--- config.mk ---
export PLATFORM = sky130hd
export DESIGN_NAME = symbol_count_ctrl
export DESIGN_NICKNAME = d
export VERILOG_FILES = /design/src/rtl/symcnt_pkg.sv /design/src/rtl/symbol_count_ctrl_single_count.sv /design/src/rtl/symbol_count_ctrl.sv
export SDC_FILE = /design/constraint.sdc
export NUM_CORES = 1
export LEC_CHECK = 0
export ABC_AREA = 0
export ABC_CLOCK_PERIOD_IN_PS = 3100
export CAP_MARGIN = 40
export CORE_UTILIZATION = 35
export DETAILED_ROUTE_END_ITERATION = 7
export PLACE_DENSITY = 0.55
export SLEW_MARGIN = 25
export SYNTH_ARGS = -nofsm -noshare
export SYNTH_HDL_FRONTEND = slang
export SYNTH_SLANG_ARGS = --single-unit
--- constraint.sdc ---
create_clock -name clk -period 3.1 [get_ports clk]
set_clock_uncertainty 0.2 [all_clocks]
set_input_delay 0.31 -clock clk [delete_from_list [all_inputs] [get_ports clk]]
set_output_delay 0.31 -clock clk [all_outputs]
set_load 0.01 [all_outputs]
--- src/rtl/symcnt_pkg.sv ---
// Shared types and constants for the symbol counter controller.
// Count width and saturation value are fixed here so every lane agrees on them.
package symcnt_pkg;

    typedef enum logic [1:0] {
        IDLE  = 2'd0,
        COUNT = 2'd1,
        DUMP  = 2'd2
    } state_t;

    localparam int              CNT_W   = 8;
    localparam logic [CNT_W-1:0] CNT_MAX = 8'd255;

endpackage : symcnt_pkg

--- src/rtl/symbol_count_ctrl_single_count.sv ---
// One compare/increment lane: returns the lane count, bumped by one when the
// lane is enabled and the incoming symbol equals this lane's alphabet entry.
module SingleCount
    import symcnt_pkg::*;
#(
    parameter int S_WIDTH = 8
) (
    input  logic               i_mode,
    input  logic [S_WIDTH-1:0] i_symbol,
    input  logic [S_WIDTH-1:0] i_alpha,
    input  logic [CNT_W-1:0]   i_count,
    output logic [CNT_W-1:0]   o_count
);

    logic w_match;

    assign w_match = (i_symbol == i_alpha);
    assign o_count = (i_mode && w_match) ? (i_count + CNT_W'(1)) : i_count;

endmodule : SingleCount

--- src/rtl/symbol_count_ctrl.sv ---
// Symbol counter: loads an alphabet, counts matching text symbols per lane,
// then streams out one (symbol, count) pair per alphabet entry.
//
//   state | meaning
//   IDLE  | alphabet load allowed; waits for start with a complete alphabet
//   COUNT | accepts text symbols, one per cycle, until s_last
//   DUMP  | presents alpha[rptr]/count[rptr] until the last entry is taken
module symbol_count_ctrl
    import symcnt_pkg::*;
#(
    parameter int S_WIDTH   = 8,
    parameter int N_SYMBOLS = 4
) (
    input  logic               clk,
    input  logic               rst,
    input  logic               alpha_valid,
    input  logic [S_WIDTH-1:0] alpha_data,
    output logic               alpha_ready,
    output logic               alpha_loaded,
    input  logic               start,
    input  logic               s_valid,
    input  logic [S_WIDTH-1:0] s_data,
    input  logic               s_last,
    output logic               s_ready,
    output logic               r_valid,
    output logic [S_WIDTH-1:0] r_symbol,
    output logic [CNT_W-1:0]   r_count,
    output logic               r_last,
    input  logic               r_ready,
    output logic               busy
);

    localparam int               IDX_W    = $clog2(N_SYMBOLS);
    localparam logic [IDX_W-1:0] LAST_IDX = IDX_W'(N_SYMBOLS - 1);

    state_t             r_state;
    state_t             w_state_nxt;
    logic [S_WIDTH-1:0] r_alpha   [N_SYMBOLS];
    logic [CNT_W-1:0]   r_cnt     [N_SYMBOLS];
    logic [CNT_W-1:0]   w_cnt_nxt [N_SYMBOLS];
    logic [N_SYMBOLS-1:0] w_mode;
    logic [IDX_W-1:0]   r_wptr;
    logic [IDX_W-1:0]   r_rptr;
    logic               r_alpha_loaded;

    logic w_alpha_hs;
    logic w_s_hs;
    logic w_r_hs;
    logic w_start_go;

    assign w_alpha_hs   = alpha_valid & alpha_ready;
    assign w_s_hs       = s_valid & s_ready;
    assign w_r_hs       = r_valid & r_ready;
    assign w_start_go   = (r_state == IDLE) & start & r_alpha_loaded;
    assign alpha_loaded = r_alpha_loaded;
    assign busy         = (r_state != IDLE);

    always_comb begin
        w_state_nxt = r_state;
        alpha_ready = 1'b0;
        s_ready     = 1'b0;
        r_valid     = 1'b0;
        r_symbol    = '0;
        r_count     = '0;
        r_last      = 1'b0;
        case (r_state)
            IDLE: begin
                // Alphabet writes are blocked only on the cycle a start is taken.
                alpha_ready = !(start & r_alpha_loaded);
                if (w_start_go) begin
                    w_state_nxt = COUNT;
                end
            end
            COUNT: begin
                s_ready = 1'b1;
                if (s_valid && s_last) begin
                    w_state_nxt = DUMP;
                end
            end
            DUMP: begin
                r_valid  = 1'b1;
                r_symbol = r_alpha[r_rptr];
                r_count  = r_cnt[r_rptr];
                r_last   = (r_rptr == LAST_IDX);
                if (r_ready && (r_rptr == LAST_IDX)) begin
                    w_state_nxt = IDLE;
                end
            end
            default: begin
                w_state_nxt = IDLE;
            end
        endcase
    end

    for (genvar gi = 0; gi < N_SYMBOLS; gi++) begin : g_lane
        // Saturation is enforced by withholding the enable at CNT_MAX.
        assign w_mode[gi] = w_s_hs & (r_cnt[gi] != CNT_MAX);

        SingleCount #(
            .S_WIDTH (S_WIDTH)
        ) u_single_count (
            .i_mode   (w_mode[gi]),
            .i_symbol (s_data),
            .i_alpha  (r_alpha[gi]),
            .i_count  (r_cnt[gi]),
            .o_count  (w_cnt_nxt[gi])
        );
    end

    always_ff @(posedge clk) begin
        if (rst) begin
            r_state        <= IDLE;
            r_wptr         <= '0;
            r_rptr         <= '0;
            r_alpha_loaded <= 1'b0;
            for (int i = 0; i < N_SYMBOLS; i++) begin
                r_alpha[i] <= '0;
                r_cnt[i]   <= '0;
            end
        end else begin
            r_state <= w_state_nxt;

            if (w_alpha_hs) begin
                r_alpha[r_wptr] <= alpha_data;
                if (r_wptr == LAST_IDX) begin
                    r_alpha_loaded <= 1'b1;
                    r_wptr         <= '0;
                end else begin
                    // A write into a complete alphabet restarts the load at entry 0.
                    r_alpha_loaded <= 1'b0;
                    r_wptr         <= r_wptr + IDX_W'(1);
                end
            end

            if (w_start_go) begin
                for (int i = 0; i < N_SYMBOLS; i++) begin
                    r_cnt[i] <= '0;
                end
            end else if (r_state == COUNT) begin
                for (int i = 0; i < N_SYMBOLS; i++) begin
                    r_cnt[i] <= w_cnt_nxt[i];
                end
            end

            if (w_s_hs && s_last) begin
                r_rptr <= '0;
            end else if (w_r_hs && (r_rptr != LAST_IDX)) begin
                r_rptr <= r_rptr + IDX_W'(1);
            end
        end
    end

endmodule : symbol_count_ctrl

; ---- Yosys cells after proc, flatten, opt, wreduce, memory -nomap -nowiden
; Memories as Yosys holds them, arrays and structs flattened. A register that Yosys moved wholly into a read port is not among the register bits.
; Cells that the tools add are included.
[classes]
reduce_logical = 14
bitwise_logic = 18
eq_ne = 16
muxes = 42
n_addsub = 6
[op_table]
columns = cell, n
row1 = $mux 8, 15
row2 = $add 8x1->8 const B, 4
row3 = $eq 8x8->1, 4
row4 = $ne 8x8->1 const B, 4
row5 = $mux 2, 9
row6 = $mux 1, 17
row7 = $and 1x1->1, 10
row8 = $logic_and 1x1->1, 8
row9 = $ne 2x2->1 const B, 4
row10 = $or 1x1->1, 8
row11 = $reduce_or 8->1, 1
row12 = $eq 2x2->1 const B, 3
row13 = $pmux 2 s3, 1
row14 = $add 2x1->2 const B, 2
row15 = $reduce_and 3->1, 1
row16 = $eq 2x1->1 const B, 1
row17 = $logic_not 2->1, 1
row18 = $reduce_bool 2->1, 1
row19 = $reduce_or 2->1, 1
row20 = $logic_not 1->1, 1
[totals]
out_inout_bits = 22
ramBits = 64
ff_bits = 7
n_memories = 2
elab_cells = 102
[mem_list]
columns = memory, words, word_bits, read_ports, rd_ports_with_merged_regs, wr, line
row1 = r_alpha, 4, 8, 5, 1, 4, symbol_count_ctrl.sv:38  ; logic [S_WIDTH-1:0] r_alpha [N_SYMBOLS];
row2 = r_cnt, 4, 8, 5, 1, 4, symbol_count_ctrl.sv:39  ; logic [CNT_W-1:0] r_cnt [N_SYMBOLS];

; ---- Longest topological paths before layout
[logic_depth]
word_depth = 9
ltp_mapped = 7

; ---- Hierarchy
; Synthesis repeated with hierarchy kept, for this count alone.
[hier_totals]
cells_unflattened = 387
area_unflattened_um2 = 4406.7
[modules_own_cells]
columns = module, area_per_inst_um2, cells_each, n_inst, seq_area_each_um2
row1 = symbol_count_ctrl, 3445.8, 267, 1, 2021.9
row2 = SingleCount, 240.2, 30, 4, 0.0

; ---- Least setup slack after synthesis
; No wires, ideal clock.
[synth_path]
path_type = reg2reg
startpoint = reg r_alpha_loaded, in the netlist alpha_loaded
endpoint = mem r_alpha[0][0] (enable)
slack_ns = 0.857
period_less_slack_ns = 2.243
arrival_time_ns = 1.734
setup_ns = 0.310
path_stages_with_launch = 5
path_cell_list = dfxtp_1 a211oi_1 nand2_2 nor4_2 or2_2
[synth_lines]
columns = item, line
row1 = from (decl), symbol_count_ctrl.sv:44  ; logic r_alpha_loaded;
row2 = from (signal assigned), symbol_count_ctrl.sv:115  ; r_alpha_loaded <= 1'b0;
row3 = from (signal assigned), symbol_count_ctrl.sv:126  ; r_alpha_loaded <= 1'b1;
row4 = from (signal assigned), symbol_count_ctrl.sv:130  ; r_alpha_loaded <= 1'b0;
row5 = to (decl), symbol_count_ctrl.sv:38

==> flow_summary.rst <==
.. list-table::
   :header-rows: 1

   * - Metric
     - Value
   * - Total setup buffers inserted after CTS
     - 0
   * - Reg2reg setup slack
     - 0.83 ns
   * - TritonCTS Buffers
     - 9
   * - Area growth from synthesis to layout
     - 24.0%
   * - Most used flip-flop cell after synthesis
     - sky130_fd_sc_hd__edfxtp_1
   * - Startpoint types
     - flop
   * - Clock period minus final worst setup slack
     - 2.69 ns
   * - I/O pin count
     - 45
   * - Total clock sinks
     - 73
   * - Clock insertion delay at the later pin of the skew report
     - around 0.33 ns
   * - Relative slew slack
     - 65.9%
   * - Synth unique cells
     - 47
   * - Routability Congestion
     - between 0.7 and 0.8
   * - Final setup vio count
     - 0
   * - Data required time at the worst endpoint
     - around 2.6 ns
   * - Class of the most critical hold timing path
     - flop to flop
   * - Slew Viols, Final
     - 0
   * - Die Footprint
     - between 10000 and 15000 µm²
   * - Total leakage power
     - ~1.8 nW
   * - IO Port Bufs
     - 44
   * - Vias per std cell
     - around 5.2
   * - Arrival time reported for the critical path endpoint
     - about 2.2 ns
   * - Setup Crit Path Kind
     - flop to primary output
   * - Unrepaired setup endpoints after global routing
     - no
   * - Post-Synthesis Mean Instance Area
     - 11.6 µm²
   * - Synthesis Warnings
     - 0
   * - Setup total negative slack
     - 0 ns
   * - Async set-reset flop share out of synthesis
     - 0%
   * - Number of antenna violations at the first check in global routing
     - 0
   * - Fraction of layout cells with a size suffix above 1
     - between 10% and 20%
   * - Total Wirelength
     - between 9000 and 10000 µm
   * - Global route overflow
     - 0
   * - Filler cells
     - 1082
   * - Max-capacitance violation count
     - 0
   * - Via count
     - 2908
   * - Starting DRT DRC Count
     - 133
   * - Transition time of the tightest slew-check pin
     - 0.510 ns
   * - EDFF count, synth
     - 56
   * - Placed cell area
     - 4820 µm²
   * - Sequential element share of the synthesized area
     - 48.5%
   * - Commonest non-fill, non-tap cell in the layout
     - sky130_fd_sc_hd__edfxtp_1
   * - VDD IR max
     - 0.306 mV
   * - Number of H-tree levels
     - 3
   * - Violations in the final reports
     - design-rule violations
   * - Worst R2R Path Depth
     - 6
   * - Wire length per cell
     - ~18 µm
   * - Placed wire-length estimate
     - 7600 µm
   * - Die Y-Extent
     - 111 µm
   * - Nets
     - 441
   * - Starting density of the core
     - 36.2%
   * - Number of nets with antenna violations after detailed routing
     - 0
   * - Max Buffers Root-to-Sink
     - 2
   * - Antenna diode instance count
     - 0
   * - Worst Hold Depth
     - 1
   * - Maximum number of pins on one net before global-route repair
     - 22
   * - Startpoint of the tightest hold check path
     - r_state[1]$_SDFFE_PP0P_
   * - CTS resizes
     - 0
   * - Clock edge transition at the registers on the reported setup and hold paths
     - 0.06 ns
   * - Post-synthesis instance area
     - 4170 µm²
   * - Start of the worst register-to-register path
     - r_cnt[2][1]$_SDFFE_PP0P_
   * - PwrDens
     - 490 nW/µm²
   * - Post-Layout Inst Area
     - just over 5000 µm²
   * - TritonCTS clock tree
     - yes
   * - Syn nets
     - between 300 and 400
   * - Total Routing Usage GR
     - 17.0%
   * - Drt pass-1 iters
     - 6
   * - Final Hold Violating Endpoints
     - 0
   * - Crit end category
     - primary output
   * - Core region area
     - 11500 µm²
   * - Post-cts hold buffer count
     - 0
   * - Remaining routing DRC violations
     - 2
   * - Flops & latches, synth
     - 73
   * - Gate Count Post-Synth
     - 358
   * - Max Fanout on Critical Path
     - 9
   * - Num rows
     - 39
   * - Via count of the first global-routing pass
     - 2988
   * - Period utilisation layout
     - 86.7%
   * - Outcome
     - complete, but fails checks
   * - Endpoint of the most critical register-to-register path
     - r_cnt[2][6]$_SDFFE_PP0P_
   * - Fmax
     - 0.372 GHz
   * - Horizontal die dimension
     - roughly 110 µm
   * - Worst Hold Endpoint
     - r_state[0]$_SDFFE_PP0P_
   * - Root Buffer Master
     - sky130_fd_sc_hd__clkbuf_16
   * - Commonest cells after routing, fill and taps aside
     - sky130_fd_sc_hd__edfxtp_1, sky130_fd_sc_hd__clkdlybuf4s50_1, sky130_fd_sc_hd__and2_1, sky130_fd_sc_hd__nor2_1, sky130_fd_sc_hd__xnor2_1
   * - Global-route wire length before repair
     - 16100 µm
-- critical path, stage by stage (launching register included) --
cell and delay (ns):
sky130_fd_sc_hd__dfxtp_1 0.64, sky130_fd_sc_hd__buf_4 0.26, sky130_fd_sc_hd__mux4_2 0.33, sky130_fd_sc_hd__nor2b_1 0.15, sky130_fd_sc_hd__clkdlybuf4s50_1 0.47
-- cells in the mapped netlist (all sizes together), types with 4 or more instances --
cell type   n  area (µm²)
a21oi       7        35.0
a31o        4        35.0
and2       35         219
and3       13        81.3
clkbuf     11        41.3
dfxtp      17         340
edfxtp     56        1680
ha          6        75.1
mux4       16         360
nand2      11        51.3
nand3      15        75.1
nand4       5        31.3
nor2       33         124
nor2b      16         100
nor3        6        30.0
nor4        4        31.3
o21ai       7        35.0
o31ai       4        30.0
or2         6        37.5
or3         7        48.8
xnor2      29         254
xor2       20         175
-- logic make-up after synthesis --
kind of cell	synth area share [%]
adder cells (fa/ha/maj)	1.80
AND/OR/NAND/NOR	22.6
XOR/XNOR	10.3
flip-flops	48.5
buffers and inverters	1.80
multiplexers	9.37
AO/OA/AOI/OAI	5.61
-- power by group --
| group | switching [mW] | internal, mW |
|---|---|---|
| logic | 0.0894 | 0.0969 |
| clock network | 0.422 | 0.791 |
| registers | 0.0381 | 1.09 |
| total | 0.550 | 1.98 |
-- metal layers --
layer / vias to the layer above / part of all wire, % / wire length, µm / GRT usage [%]
li1: 1427 / - / - / -
met1: 1420 / 46 / 4580 / 21.9
met2: 51 / 49 / 4830 / 28.3
met3: 10 / 3.8 / 375 / 3.39
met4: 0 / 0.95 / 94 / 5.95
met5: - / 0 / 0 / 0
-- metrics by stage --
stage               hold slack [ns]  instances  util, %  setup slack, ns  power [mW]
finish                        0.333        560     44.9            0.413        2.53
global placement              0.297        544     41.9            0.464        1.34
CTS                           0.324        560     44.9            0.361        2.55
detailed placement            0.316        544     41.9            0.393        1.34
floorplan                     0.259        358        -            0.857        1.25
global route                  0.367        560     44.9            0.297        2.61
-- worst max-delay path by stage --
stage / from / endpoint / slack, ns / depth (start not counted)
finish: flop / r_count[5] / 0.41 / 4
global route: flop / r_count[5] / 0.30 / 4
floorplan: alpha_loaded$_SDFFE_PP0P_ / r_alpha[0][0]$_SDFFCE_PN0P_ / 0.86 / 4
detailed placement: start / r_alpha[2][3]$_SDFFCE_PN0P_ / 0.39 / 5
CTS: flop / r_count[5] / 0.36 / 4
global placement: start / r_alpha[2][0]$_SDFFCE_PN0P_ / 0.46 / 5
-- area by class of cell --
type | count | area (µm²) | share of cell area (%)
clock buffers | 10 | 229 | 4.43
flip-flops and latches | 73 | 2020 | 39.1
well taps | 143 | 179 | 3.46
inverters | 3 | 12.5 | 0.242
clock inverters | 6 | 115 | 2.23
multi-input cells | 268 | 2070 | 40.1
repair buffers | 57 | 538 | 10.4
-- flip-flops by register name, summed over array words and instances, names as in the netlist, named ones only --
| register | count |
|---|---|
| r_wptr | 2 |
| alpha_loaded | 1 |
| r_state | 2 |
| r_alpha | 32 |
| r_cnt | 32 |
| r_rptr | 2 |
(Power assumes the default switching activity.)
==> RTL change 1 (same settings) <==
Put a register stage on the output `r_count`, cleared by the reset. The value now appears one clock later. The other outputs are not delayed to match.
--- a/src/rtl/symbol_count_ctrl.sv
+++ b/src/rtl/symbol_count_ctrl.sv
@@ -33,6 +33,8 @@
     localparam int               IDX_W    = $clog2(N_SYMBOLS);
     localparam logic [IDX_W-1:0] LAST_IDX = IDX_W'(N_SYMBOLS - 1);
 
+    logic [CNT_W-1:0] r_count_d;
+
     state_t             r_state;
     state_t             w_state_nxt;
     logic [S_WIDTH-1:0] r_alpha   [N_SYMBOLS];
@@ -61,7 +63,7 @@
         s_ready     = 1'b0;
         r_valid     = 1'b0;
         r_symbol    = '0;
-        r_count     = '0;
+        r_count_d   = '0;
         r_last      = 1'b0;
         case (r_state)
             IDLE: begin
@@ -80,7 +82,7 @@
             DUMP: begin
                 r_valid  = 1'b1;
                 r_symbol = r_alpha[r_rptr];
-                r_count  = r_cnt[r_rptr];
+                r_count_d = r_cnt[r_rptr];
                 r_last   = (r_rptr == LAST_IDX);
                 if (r_ready && (r_rptr == LAST_IDX)) begin
                     w_state_nxt = IDLE;
@@ -150,5 +152,13 @@
         end
     end
 
+    always_ff @(posedge clk) begin
+        if (rst) begin
+            r_count <= '0;
+        end else begin
+            r_count <= r_count_d;
+        end
+    end
+
 endmodule : symbol_count_ctrl
 
Behaviour: not the same (a bounded check fails within 10 cycles, from zero or initial values and one cycle with rst high).
==> RTL change 1 against the unedited design <==
Worst setup slack got worse by 0.076 ns. Sequential cell count increased by 8. Critical endpoint is now r_symbol[2]. Utilization decreased by 0.84 points. Global-route usage decreased by 0.37 points. Area after synthesis increased by 3.9%. Hold slack got worse by 0.019 ns. Largest cell class is now registers. Routed wire length decreased by 1.4%. Total power increased by 0.61%. Count of clock-buffer cells in the layout unchanged. Cell area increased by 2.3%. First-iteration DRC count decreased by 4.5%.
==> RTL change 1: results (changes against the unedited design) <==
r2r_cells: 4  # was 6
track_usage_pct: 16.6  # was 17.0%
gp_congestion: 0.791  # was 0.778
cp_max_fo: 8  # was 9
synthTopCellsByArea: "edfxtp_1 39%, dfxtp_1 12%, mux4_2 8.3%, and2_1 6.2%, xor2_1 6.1%"  # was edfxtp_1 40%, mux4_2 8.6%, dfxtp_1 8.2%, xnor2_1 6.1%, and2_1 5.3%
clk_pin_slew_ns: 0.06  # about the same
biggestRegsByFlops: "r_alpha: 32 flops, r_cnt: 32 flops, r_count: 8 flops"  # was r_alpha: 32 flops, r_cnt: 32 flops
firstDrtPassIters: 4  # was 6
synthArstFlopShare_pct: 0  # unchanged
status: "complete, no violations"  # was finished with violations
viasPerCell: 5.08  # was 5.19
clk_latency_ns: 0.34
clockRootBuffer: "clkbuf_16"  # unchanged
yosys-top-cells-count: "56 x edfxtp_1, 43 x and2_1, 30 x xor2_1"  # was 56 x edfxtp_1, 35 x and2_1, 33 x nor2_1
vdd_ir_drop_max_uv: 387  # was 306 uV
worstPathArrival_ns: 2.25  # was 2.18 ns
antenna_found_initial: 0  # unchanged
port_buffers: 44  # unchanged
grt_pass1_wl_um: 15900  # was 16100 um
antenna_cells: 0  # unchanged
ys_types: 45  # was 47
syn_nets: 391  # was 387
nNetsFinal: 445  # was 441
max-clock-path-buffers: 2  # unchanged
synth-seq-area-share_pct: 50.4  # was 48.5%
n_fill_cell: 1124  # was 1082
pre_cts_ws_ns: 0.466  # was 0.393 ns
grt_max_degree: 24  # was 22
slew_headroom_pct: 63.0  # was 65.9%
hpwl_um: 7490  # was 7600 um
power.leakage_nw: 1.87  # was 1.79 nW
grt_pass1_vias: 2927  # was 2988
place_area_sq_um: 4980  # was 4820 sq um
switching_share_pct: 21.9  # was 21.7%
drtIter0Drc: 127  # was 133
drive_above_1_share_pct: 13.1  # was 15.1%
post_drt_wl_per_cell_um: 17.1  # was 17.6 um
## RTL change 1: cell count changes after synthesis, moves of 6 or more
cell / delta
and2_1: +8
clkbuf_1: -6
dfxtp_1: +8
inv_1: +7
nor2b_1: -8
o21ai_1: +6
xnor2_1: -11
xor2_1: +10
## RTL change 1: final timing paths
path	start	endpoint	slack, ns
max	flip-flop	r_symbol[2]	0.34
min	r_cnt[2][7]	r_cnt[2][7]	0.31
max reg2reg	r_state[1]	r_alpha[2][1]	0.84
min reg2reg	r_cnt[2][7]	r_cnt[2][7]	0.31
## RTL change 1: power groups by stage
stage	Sequential (mW)	Combinational, mW	Clock (mW)
finish	1.24	0.184	1.13
floorplan	1.25	0.107	0
global route	1.24	0.202	1.19
CTS	1.24	0.187	1.16
detailed placement	1.26	0.186	0
global placement	1.26	0.185	0
## RTL change 1: critical path: stages (launching register included)
cell and delay (ns):
dfxtp_1 0.67, mux4_2 0.59, and2_1 0.17, clkdlybuf4s50_1 0.48
## RTL change 1: kinds of logic after synthesis
logic type / count (synthesis) / synth area share (%)
XOR/XNOR: 48 / 9.71
AND/OR/NAND/NOR: 156 / 22.7
multiplexers: 19 / 9.02
AO/OA/AOI/OAI: 34 / 4.77
buffers and inverters: 18 / 1.65
flip-flops: 81 / 50.4
adder cells (fa/ha/maj): 6 / 1.73
## RTL change 1: per-stage QoR
step	total power [mW]	instances	utilization (%)
floorplan	1.35	362	-
global placement	1.45	552	41.4
detailed placement	1.45	552	41.4
CTS	2.58	568	44.0
global route	2.64	568	44.0
finish	2.55	568	44.0
## RTL change 1: area by class of cell
cell class	instances	area (sq um)	share of cell area (%)
repair buffers	52	500	9.47
clock buffers	10	229	4.33
inverters	9	33.8	0.639
multi-input cells	263	2080	39.3
well taps	147	184	3.48
clock inverters	6	82.6	1.56
flip-flops and latches	81	2180	41.3
## RTL change 1: routing by layer
metal	vias up	wire (um)	share of wire (%)	GRT usage [%]
li1	1424	-	-	-
met1	1383	4260	44	19.9
met2	65	4930	51	28.7
met3	15	318	3.3	3.70
met4	0	223	2.3	6.93
met5	-	0	0	0
==> RTL change 2 (same flow settings) <==
Made on the original files. `N_SYMBOLS`: 4 -> 2.
--- a/src/rtl/symbol_count_ctrl.sv
+++ b/src/rtl/symbol_count_ctrl.sv
@@ -9,7 +9,7 @@
     import symcnt_pkg::*;
 #(
     parameter int S_WIDTH   = 8,
-    parameter int N_SYMBOLS = 4
+    parameter int N_SYMBOLS = 2
 ) (
     input  logic               clk,
     input  logic               rst,
Function: changed (a bounded check fails within 4 cycles, from zero or initial values and one cycle with rst high).
==> RTL change 2 against the unedited design <==
Critical path depth unchanged. Worst setup slack improved by 0.20 ns. Total power decreased by 56%. Routed wire length decreased by 56%. Clock power decreased by 72%. Sequential cell count decreased by 35. Area after synthesis decreased by 49%. Maximum frequency increased by 8.1%. Cell area decreased by 47%. Critical endpoint is now r_symbol[1]. Largest cell class is now registers. Highest routed layer unchanged.
==> RTL change 2: results (changes against the unedited design) <==
synthTopCellsByArea: "edfxtp_1 45%, xor2_1 9.5%, mux2i_1 8.0%, dfxtp_1 5.7%, nor2_1 5.5%"  # was edfxtp_1 40%, mux4_2 8.6%, dfxtp_1 8.2%, xnor2_1 6.1%, and2_1 5.3%
hpwl_um: 3400  # was 7600 um
p_sw_uw: 263  # was 550 uW
worstPathArrival_ns: 1.98  # was 2.18 ns
synth-compound-area-share_pct: 5.95  # was 5.61%
status: "complete, no violations"  # was finished with violations
track_usage_pct: 15.5  # was 17.0%
ys_types: 32  # was 47
slew_headroom_pct: 67.5  # was 65.9%
synth-xor-area-share_pct: 10.3  # about the same
h-tree-depth: 2  # was 3
drtIter0Drc: 62  # was 133
whs_path_depth: 2  # was 1
grt_max_degree: 18  # was 22
syn_nets: 222  # was 387
synth-seq-area-share_pct: 50.9  # was 48.5%
cts_buffers: 5  # was 9
post_drt_wl_per_cell_um: 13.5  # was 17.6 um
drive_above_1_share_pct: 7.69  # was 15.1%
power.leakage_nw: 0.971  # was 1.79 nW
n_fill_cell: 584  # was 1082
nNetsFinal: 271  # was 441
clk_pin_slew_ns: 0.08  # was 0.06 ns
route.vias.total: 1548  # was 2908
clk_latency_ns: 0.29  # was 0.33 ns
synthMuxAreaShare_pct: 8.01  # was 9.37%
synth_enable_flop_cells: 32  # was 56
yosys-top-cells-count: "32 x edfxtp_1, 31 x nor2_1, 23 x xor2_1"  # was 56 x edfxtp_1, 35 x and2_1, 33 x nor2_1
-- RTL change 2: tightest hold or removal path, cell delays in order, from the launching register on --
cell,delay (ns)
dfxtp_1,0.33
o21ai_0,0.11
a21oi_1,0.07
-- RTL change 2: cell type report --
cell class | instances | share of cell area, %
clock inverters | 1 | 0.182
flip-flops and latches | 38 | 39.3
repair buffers | 49 | 17.4
well taps | 75 | 3.41
clock buffers | 7 | 3.14
inverters | 2 | 0.273
multi-input cells | 150 | 36.3
-- RTL change 2: logic make-up after synthesis --
kind of cell / Yosys count
xor gates and xnor gates: 25
and+or+nand+nor: 85
muxes: 17
adders and majority gates: 2
buffers and inverters: 9
DFF: 38
AOI/OAI and AO/OA: 21
-- RTL change 2: power groups by stage --
stage	combinational, mW	sequential, mW	clock, mW
final	0.143	0.623	0.344
after global routing	0.160	0.628	0.378
after CTS	0.146	0.624	0.357
after detailed placement	0.145	0.636	0
after global placement	0.145	0.635	0
after floorplan	0.0839	0.625	0
-- RTL change 2: routing by layer --
layer  up-vias  wire, um  track usage, %
met4         0        33            4.29
met3         5       185            3.54
met2        43      2170            26.8
li1        789         -               -
met5         -         0               0
met1       711      1960            19.4
-- RTL change 2: final timing paths --
path,startpoint,endpoint,slack (ns)
hold reg to reg,r_rptr,r_rptr,0.35
setup / recovery,flip-flop,r_symbol[1],0.61
hold / removal,r_rptr,r_rptr,0.35
setup reg to reg,r_state[0],r_alpha[0][0],1.10
-- RTL change 2: metrics by stage --
stage / util (%) / hold slack (ns) / cell area, sq um / instances / setup slack [ns]
floorplan: - / 0.261 / 2120 / 197 / 0.981
global placement: 45.2 / 0.325 / 2660 / 314 / 0.729
detailed placement: 45.2 / 0.344 / 2660 / 314 / 0.673
CTS: 46.7 / 0.355 / 2750 / 322 / 0.600
global route: 46.7 / 0.415 / 2750 / 322 / 0.514
finish: 46.7 / 0.354 / 2750 / 322 / 0.614
